File: src/rtl/nand_id_fetcher.sv
// Start-triggered READ ID sequencer in front of nand_master: chip enable, READ ID, then ID_BYTES byte fetches.
// Optional second READ ID (address 20h) with on-the-fly ONFI signature compare under NAND_ID_ONFI_CHECK_EN.
`timescale 1ns/1ps
`ifndef MI_CHIP_ENABLE
`define MI_CHIP_ENABLE 8'h09
`endif
`ifndef M_NAND_READ_ID
`define M_NAND_READ_ID 8'h03
`endif
`ifndef MI_GET_ID_BYTE
`define MI_GET_ID_BYTE 8'h0E
`endif

module nand_id_fetcher #(
  parameter int         ID_BYTES        = 5,
  parameter int         TIMEOUT_CYCLES  = 4096,
  parameter logic [7:0] CMD_CHIP_ENABLE = `MI_CHIP_ENABLE,
  parameter logic [7:0] CMD_READ_ID     = `M_NAND_READ_ID,
  parameter logic [7:0] CMD_GET_ID_BYTE = `MI_GET_ID_BYTE
) (
  input  logic                  clk,
  input  logic                  nreset,
  input  logic                  start,
  input  logic                  nm_busy,
  input  logic [7:0]            nm_data_out,
  output logic [7:0]            nm_cmd_in,
  output logic [7:0]            nm_data_in,
  output logic                  nm_activate,
  output logic [8*ID_BYTES-1:0] id_bytes,
  output logic                  busy,
  output logic                  done,
  output logic                  timeout,
  output logic                  onfi
);

  localparam int            TW       = $clog2(TIMEOUT_CYCLES + 1);
  localparam logic [TW-1:0] TMO_LAST = TW'(TIMEOUT_CYCLES - 1);
  localparam logic [3:0]    LAST_IDX = 4'(ID_BYTES - 1);

  localparam logic [3:0] S_IDLE      = 4'd0;
  localparam logic [3:0] S_CE_ISSUE  = 4'd1;
  localparam logic [3:0] S_CE_WAIT   = 4'd2;
  localparam logic [3:0] S_RID_ISSUE = 4'd3;
  localparam logic [3:0] S_RID_WAIT  = 4'd4;
  localparam logic [3:0] S_GB_ISSUE  = 4'd5;
  localparam logic [3:0] S_GB_WAIT   = 4'd6;
  localparam logic [3:0] S_DONE      = 4'd7;
  localparam logic [3:0] S_ERROR     = 4'd8;

  logic [3:0]    state_q, state_d;
  logic [TW-1:0] tmo_q, tmo_d;
  logic [1:0]    guard_q, guard_d;
  logic [3:0]    idx_q, idx_d;
  logic [7:0]    cmd_q, cmd_d, din_q, din_d;
  logic          act_q, act_d, busy_q, busy_d, done_q, done_d, timeout_q, timeout_d;
  logic          cap_en, is_issue, is_wait, tmo_hit, wait_ready;
  logic [7:0]    id_q [ID_BYTES];
`ifdef NAND_ID_ONFI_CHECK_EN
  logic          phase_q, phase_d, ok_q, ok_d, onfi_q, onfi_d;

  function automatic logic [7:0] onfi_char(input logic [1:0] i);
    case (i)
      2'd0:    onfi_char = 8'h4F;
      2'd1:    onfi_char = 8'h4E;
      2'd2:    onfi_char = 8'h46;
      default: onfi_char = 8'h49;
    endcase
  endfunction
`endif

  assign is_issue   = (state_q == S_CE_ISSUE) || (state_q == S_RID_ISSUE) || (state_q == S_GB_ISSUE);
  assign is_wait    = (state_q == S_CE_WAIT) || (state_q == S_RID_WAIT) || (state_q == S_GB_WAIT);
  assign tmo_hit    = (tmo_q == TMO_LAST);
  // The first two WAIT cycles cover nand_master's busy rise latency after activate.
  assign wait_ready = is_wait && (guard_q == 2'd2) && !nm_busy;

  always_comb begin
    state_d = state_q; tmo_d = tmo_q; guard_d = guard_q; idx_d = idx_q;
    cmd_d = cmd_q; din_d = din_q; act_d = 1'b0; cap_en = 1'b0;
    busy_d = busy_q; done_d = done_q; timeout_d = timeout_q;
`ifdef NAND_ID_ONFI_CHECK_EN
    phase_d = phase_q; ok_d = ok_q; onfi_d = onfi_q;
`endif
    if (is_issue || is_wait) tmo_d = tmo_q + 1'b1;
    if (is_wait && guard_q != 2'd2) guard_d = guard_q + 2'd1;
    case (state_q)
      S_IDLE, S_DONE, S_ERROR: if (start) begin
        done_d = 1'b0; timeout_d = 1'b0; idx_d = '0; tmo_d = '0;
        busy_d = 1'b1; state_d = S_CE_ISSUE;
`ifdef NAND_ID_ONFI_CHECK_EN
        onfi_d = 1'b0; phase_d = 1'b0; ok_d = 1'b1;
`endif
      end
      S_CE_ISSUE, S_RID_ISSUE, S_GB_ISSUE: if (!nm_busy) begin
        act_d   = 1'b1;
        guard_d = 2'd0;
        din_d   = 8'h00;
        state_d = state_q + 4'd1;
        cmd_d   = (state_q == S_CE_ISSUE)  ? CMD_CHIP_ENABLE :
                  (state_q == S_RID_ISSUE) ? CMD_READ_ID : CMD_GET_ID_BYTE;
`ifdef NAND_ID_ONFI_CHECK_EN
        if (state_q == S_RID_ISSUE && phase_q) din_d = 8'h20;
`endif
      end
      S_CE_WAIT:  if (wait_ready) begin state_d = S_RID_ISSUE; tmo_d = '0; end
      S_RID_WAIT: if (wait_ready) begin state_d = S_GB_ISSUE;  tmo_d = '0; end
      S_GB_WAIT: if (wait_ready) begin
        tmo_d   = '0;
        idx_d   = idx_q + 4'd1;
        state_d = S_GB_ISSUE;
`ifdef NAND_ID_ONFI_CHECK_EN
        if (phase_q) begin
          ok_d = ok_q && (nm_data_out == onfi_char(idx_q[1:0]));
          if (idx_q == 4'd3) begin
            state_d = S_DONE; done_d = 1'b1; busy_d = 1'b0; onfi_d = ok_d;
          end
        end else begin
          cap_en = 1'b1;
          if (idx_q == LAST_IDX) begin
            idx_d = '0; phase_d = 1'b1; state_d = S_RID_ISSUE;
          end
        end
`else
        cap_en = 1'b1;
        if (idx_q == LAST_IDX) begin
          state_d = S_DONE; done_d = 1'b1; busy_d = 1'b0;
        end
`endif
      end
      default: state_d = S_IDLE;
    endcase
    // Timeout wins over a same-cycle issue or capture so no activate follows an abort.
    if ((is_issue || is_wait) && tmo_hit) begin
      state_d = S_ERROR; timeout_d = 1'b1; busy_d = 1'b0; act_d = 1'b0; cap_en = 1'b0;
    end
  end

  always_ff @(posedge clk or negedge nreset) begin
    if (!nreset) begin
      state_q <= S_IDLE; tmo_q <= '0; guard_q <= '0; idx_q <= '0;
      cmd_q <= 8'h00; din_q <= 8'h00; act_q <= 1'b0;
      busy_q <= 1'b0; done_q <= 1'b0; timeout_q <= 1'b0;
    end else begin
      state_q <= state_d; tmo_q <= tmo_d; guard_q <= guard_d; idx_q <= idx_d;
      cmd_q <= cmd_d; din_q <= din_d; act_q <= act_d;
      busy_q <= busy_d; done_q <= done_d; timeout_q <= timeout_d;
    end
  end

  always_ff @(posedge clk or negedge nreset) begin
    if (!nreset) begin
      for (int i = 0; i < ID_BYTES; i++) id_q[i] <= 8'h00;
    end else begin
      for (int i = 0; i < ID_BYTES; i++)
        if (cap_en && idx_q == 4'(i)) id_q[i] <= nm_data_out;
    end
  end

  genvar gi;
  generate
    for (gi = 0; gi < ID_BYTES; gi++) begin : g_id
      assign id_bytes[8*gi +: 8] = id_q[gi];
    end
  endgenerate

`ifdef NAND_ID_ONFI_CHECK_EN
  always_ff @(posedge clk or negedge nreset) begin
    if (!nreset) begin
      phase_q <= 1'b0; ok_q <= 1'b0; onfi_q <= 1'b0;
    end else begin
      phase_q <= phase_d; ok_q <= ok_d; onfi_q <= onfi_d;
    end
  end
  assign onfi = onfi_q;
`else
  assign onfi = 1'b0;
`endif

  assign nm_cmd_in   = cmd_q;
  assign nm_data_in  = din_q;
  assign nm_activate = act_q;
  assign busy        = busy_q;
  assign done        = done_q;
  assign timeout     = timeout_q;

endmodule
File: config.mk
export PLATFORM = sky130hd
export DESIGN_NAME = nand_id_fetcher
export DESIGN_NICKNAME = d
export VERILOG_FILES = /design/src/rtl/nand_id_fetcher.sv
export SDC_FILE = /design/constraint.sdc
export NUM_CORES = 1
export LEC_CHECK = 0
export ABC_AREA = 1
export CELL_PAD_IN_SITES_DETAIL_PLACEMENT = 1
export CELL_PAD_IN_SITES_GLOBAL_PLACEMENT = 2
export CORE_MARGIN = 3
export CORE_UTILIZATION = 30
export CTS_CLUSTER_SIZE = 20
export DETAILED_ROUTE_END_ITERATION = 6
export PLACE_DENSITY = 0.88
export SYNTH_ARGS = -nofsm -noshare
export SYNTH_HDL_FRONTEND = slang
export SYNTH_SLANG_ARGS = --single-unit
File: constraint.sdc
create_clock -name clk -period 2.3 [get_ports clk]
set_input_delay 0.575 -clock clk [delete_from_list [all_inputs] [get_ports clk]]
set_output_delay 0.575 -clock clk [all_outputs]
set_load 0.005 [all_outputs]
==> qor.csv, run 1 <==
stage,metric,value,unit
run_status,status,finished clean,
setup_path,cp-startpoint,state_q[0]$_DFFE_PN0P_,
pwr,p_leak,2.31,nW
logic_synthesis,yosysTopAreaCell,dfrtp_1,
global_route,grt_pass1_wl,16500,um
logic_synthesis,netlist.area_leader.share,47.8,%
setup_path,worstPathArrival,2.26,ns
timing,tns,0,ns
finish,num-nets-final,541,
clocking,clk_path_buf_depth,2,
run,max_cap_viol_count,0,
logic_synthesis,synth-seq-cells,71,
setup_path,reg2regPathDepth,10,
clocking,root_buffer,clkbuf_16,
finish,fin_area,4770,um2
global_route,antenna_found_initial,0,
clocking,clk_pin_slew,0.06,ns
routing,avgRoutedWirePerCell,14.7,um
clocking,post_cts_buffers,0,
timing,relSlewSlack,55.5,%
floorplanning,die_w,117,um
routing,drt_iter0_drc,160,
finish,antenna_cells,0,
finish,drive_gt1_share,9.35,%
floorplanning,dieHeight,117,um
setup_path,crit_required,2.52,ns
logic_synthesis,synth.distinct_cells,31,
timing,worst_slack,0.263,ns
pwr,total_power,4.37,mW
setup_path,endpoint_kind,flip-flop,
setup_path,r2r_start,state_q[0]$_DFFE_PN0P_,
finish,synthToLayoutAreaGrowth,28.3,%
timing,skew,0.00569,ns
timing,fmax,0.491,GHz
clocking,cts_buffers,9,
timing,rsz0062_at_grt,false,
finish,layout_commonest_cell,nand2_1,
pwr,power_density,917,nW/um2
placement,numPortBuffers,59,
clocking,holdBufCountCts,0,
setup_path,crit_end,state_q[2]$_DFFE_PN0P_,
logic_synthesis,synthTopCellsByArea,"dfrtp_1, nand2_1, nand4_1",
placement,place.gp.congestion,0.845,
logic_synthesis,avgSynthCellArea,8.15,um2
logic_synthesis,netlist_instances,456,
setup_path,crit_path_max_fanout,16,
placement,dp_hpwl,7410,um
global_route,grt_pass1_vias,3298,
setup_path,r2r-end,state_q[2]$_DFFE_PN0P_,
setup_path,crit_path_start_kind,flip-flop,
clocking,numClockSinks,71,
finish,post-route-util,39.5,%
finish,n_fill_cell,1453,
routing,first_pass_iters,4,
timing,worst_hold_slack,0.260,ns
clocking,cts_tree,done,
floorplanning,core,12100,um2
floorplanning,fp-row-count,40,
floorplanning,fp.dieArea,13800,um2
timing,fin_crit_sh,88.6,%
global_route,grt_overflow,0,
logic_synthesis,netlist_area,3710,um2
global_route,grt_max_degree,72,
global_route,grt_use_total,15.3,%
clocking,htree_levels,3,
setup_path,reg2reg_slack,0.26,ns
clocking,clk_latency,0.34,ns
floorplanning,pin_count,73,
logic_synthesis,yosysSeqAreaShare,47.8,%
finish,final_cell_mix,"nand2_1, dfrtp_1, clkdlybuf4s50_1, nand4_1, inv_1",
routing,via_count,3279,
logic_synthesis,ys.warnings.count,0,
timing,worst_pin_slew,0.662,ns
placement,postPlaceCellArea,4450,um2
placement,placed_cells,675,
timing,hold_violations,0,
pwr,irDropWorstVdd,0.570,mV
routing,via_per_inst,4.74,
routing,ant_nets,0,
placement,dp_slack,0.0496,ns
finish,finalNonFillerCells,692,
routing,drt_wl_total,10200,um
setup_path,path_class,reg2reg,
worst_hold_path,hold_path_class,in2async,
timing,slew_viol_final,0,
routing,post-route-drc-count,0,
floorplanning,start_util,30.8,%
timing,min_period,2.04,ns
timing,setup_viol,0,
[how the worst min path moves through the flow]
stage	startpoint	end	slack, ns	cells past startpoint
after floorplan	nreset	busy$_DFFE_PN0P_	0.28	0
after global placement	id_bytes[8]$_DFFE_PN0P_	id_bytes[8]$_DFFE_PN0P_	0.46	2
after detailed placement	nm_cmd_in[0]$_DFFE_PN0P_	nm_cmd_in[0]$_DFFE_PN0P_	0.46	2
after CTS	nreset	id_bytes[25]$_DFFE_PN0P_	0.28	2
after global routing	nreset	id_bytes[19]$_DFFE_PN0P_	0.28	2
final	nreset	id_bytes[25]$_DFFE_PN0P_	0.26	2
[state kept, by name, summed over array words and instances (netlist names)]
register,count
idx_q,4
done,1
nm_cmd_in,4
state_q,4
id_bytes,40
timeout,1
tmo_q,13
guard_q,2
busy,1
nm_activate,1
[synthesized netlist by cell type (all sizes together)]
| library cell | n |
|---|---|
| ha | 10 |
| or2 | 3 |
| nand3 | 28 |
| dfrtp | 71 |
| conb | 1 |
| o21ai | 12 |
| buf | 23 |
| o211ai | 1 |
| nand2 | 152 |
| inv | 39 |
| xor2 | 4 |
| nor3 | 8 |
| clkinv | 1 |
| o21bai | 1 |
| o22a | 1 |
| a21oi | 8 |
| nand4 | 47 |
| o21a | 1 |
| clkbuf | 2 |
| nor2 | 43 |
[kinds of logic (layout without fill, tap and decap cells)]
group	Yosys count	in the layout	share of synthesized area, %
and+or+nand+nor	281	282	35.6
adders and majority gates	10	10	3.37
DFF	71	71	47.8
buffers and inverters	65	120	8.62
xor gates and xnor gates	4	4	0.943
AOI/OAI and AO/OA	24	24	3.54
other	1	13	0.101
[per-layer routing]
layer	GRT usage (%)	vias to the layer above	part of all wire, %
met2	26.1	69	49
met1	19.4	1598	44
met3	3.29	12	5.0
met5	0	-	0
li1	-	1600	-
met4	5.05	0	1.2
[power breakdown]
group	internal, mW	switching [mW]	total [mW]
sequential	1.41	0.135	1.54
clock	0.840	0.554	1.39
combinational	0.495	0.937	1.43
[critical path, cell delays in order (launching register included)]
cell	delay (ns)
dfrtp_1	0.44
inv_1	0.11
ha_1	0.24
inv_1	0.06
nand2_1	0.07
nand2_2	0.11
nand3_4	0.15
buf_4	0.24
nand4_2	0.27
nand3_1	0.18
nand2_1	0.06
[repair_timing]
| action | 4_1_cts | 5_1_grt |
|---|---|---|
| setup endpoints to repair | 0 | 21 |
| gates resized for setup | 0 | 2 |
| endpoints found under the hold margin | 0 | 0 |
[final cells by class]
cell class	count	area (um2)	share of cell area, %
inverters	40	150	3.15
flip-flops and latches	71	1780	37.3
multi-input cells	333	1680	35.3
clock inverters	7	72.6	1.52
clock buffers	9	225	4.73
repair buffers	64	648	13.6
well taps	168	210	4.41
(Power assumes the default switching activity.)
==> run 2, diff against run 1 <==
--- a/config.mk
+++ b/config.mk
@@ -6,6 +6,7 @@
 export NUM_CORES = 1
 export LEC_CHECK = 0
 export ABC_AREA = 1
+export CAP_MARGIN = 20
 export CELL_PAD_IN_SITES_DETAIL_PLACEMENT = 1
 export CELL_PAD_IN_SITES_GLOBAL_PLACEMENT = 2
 export CORE_MARGIN = 3
==> results of run 2 <==
The final DEF is identical to that of run 1; final timing and power are the same.
==> run 3, diff against run 2 <==
--- a/config.mk
+++ b/config.mk
@@ -14,6 +14,7 @@
 export CTS_CLUSTER_SIZE = 20
 export DETAILED_ROUTE_END_ITERATION = 6
 export PLACE_DENSITY = 0.88
+export SKIP_CTS_REPAIR_TIMING = 1
 export SYNTH_ARGS = -nofsm -noshare
 export SYNTH_HDL_FRONTEND = slang
 export SYNTH_SLANG_ARGS = --single-unit
==> results of run 3 <==
The final DEF is identical to that of run 1; final timing and power are the same.
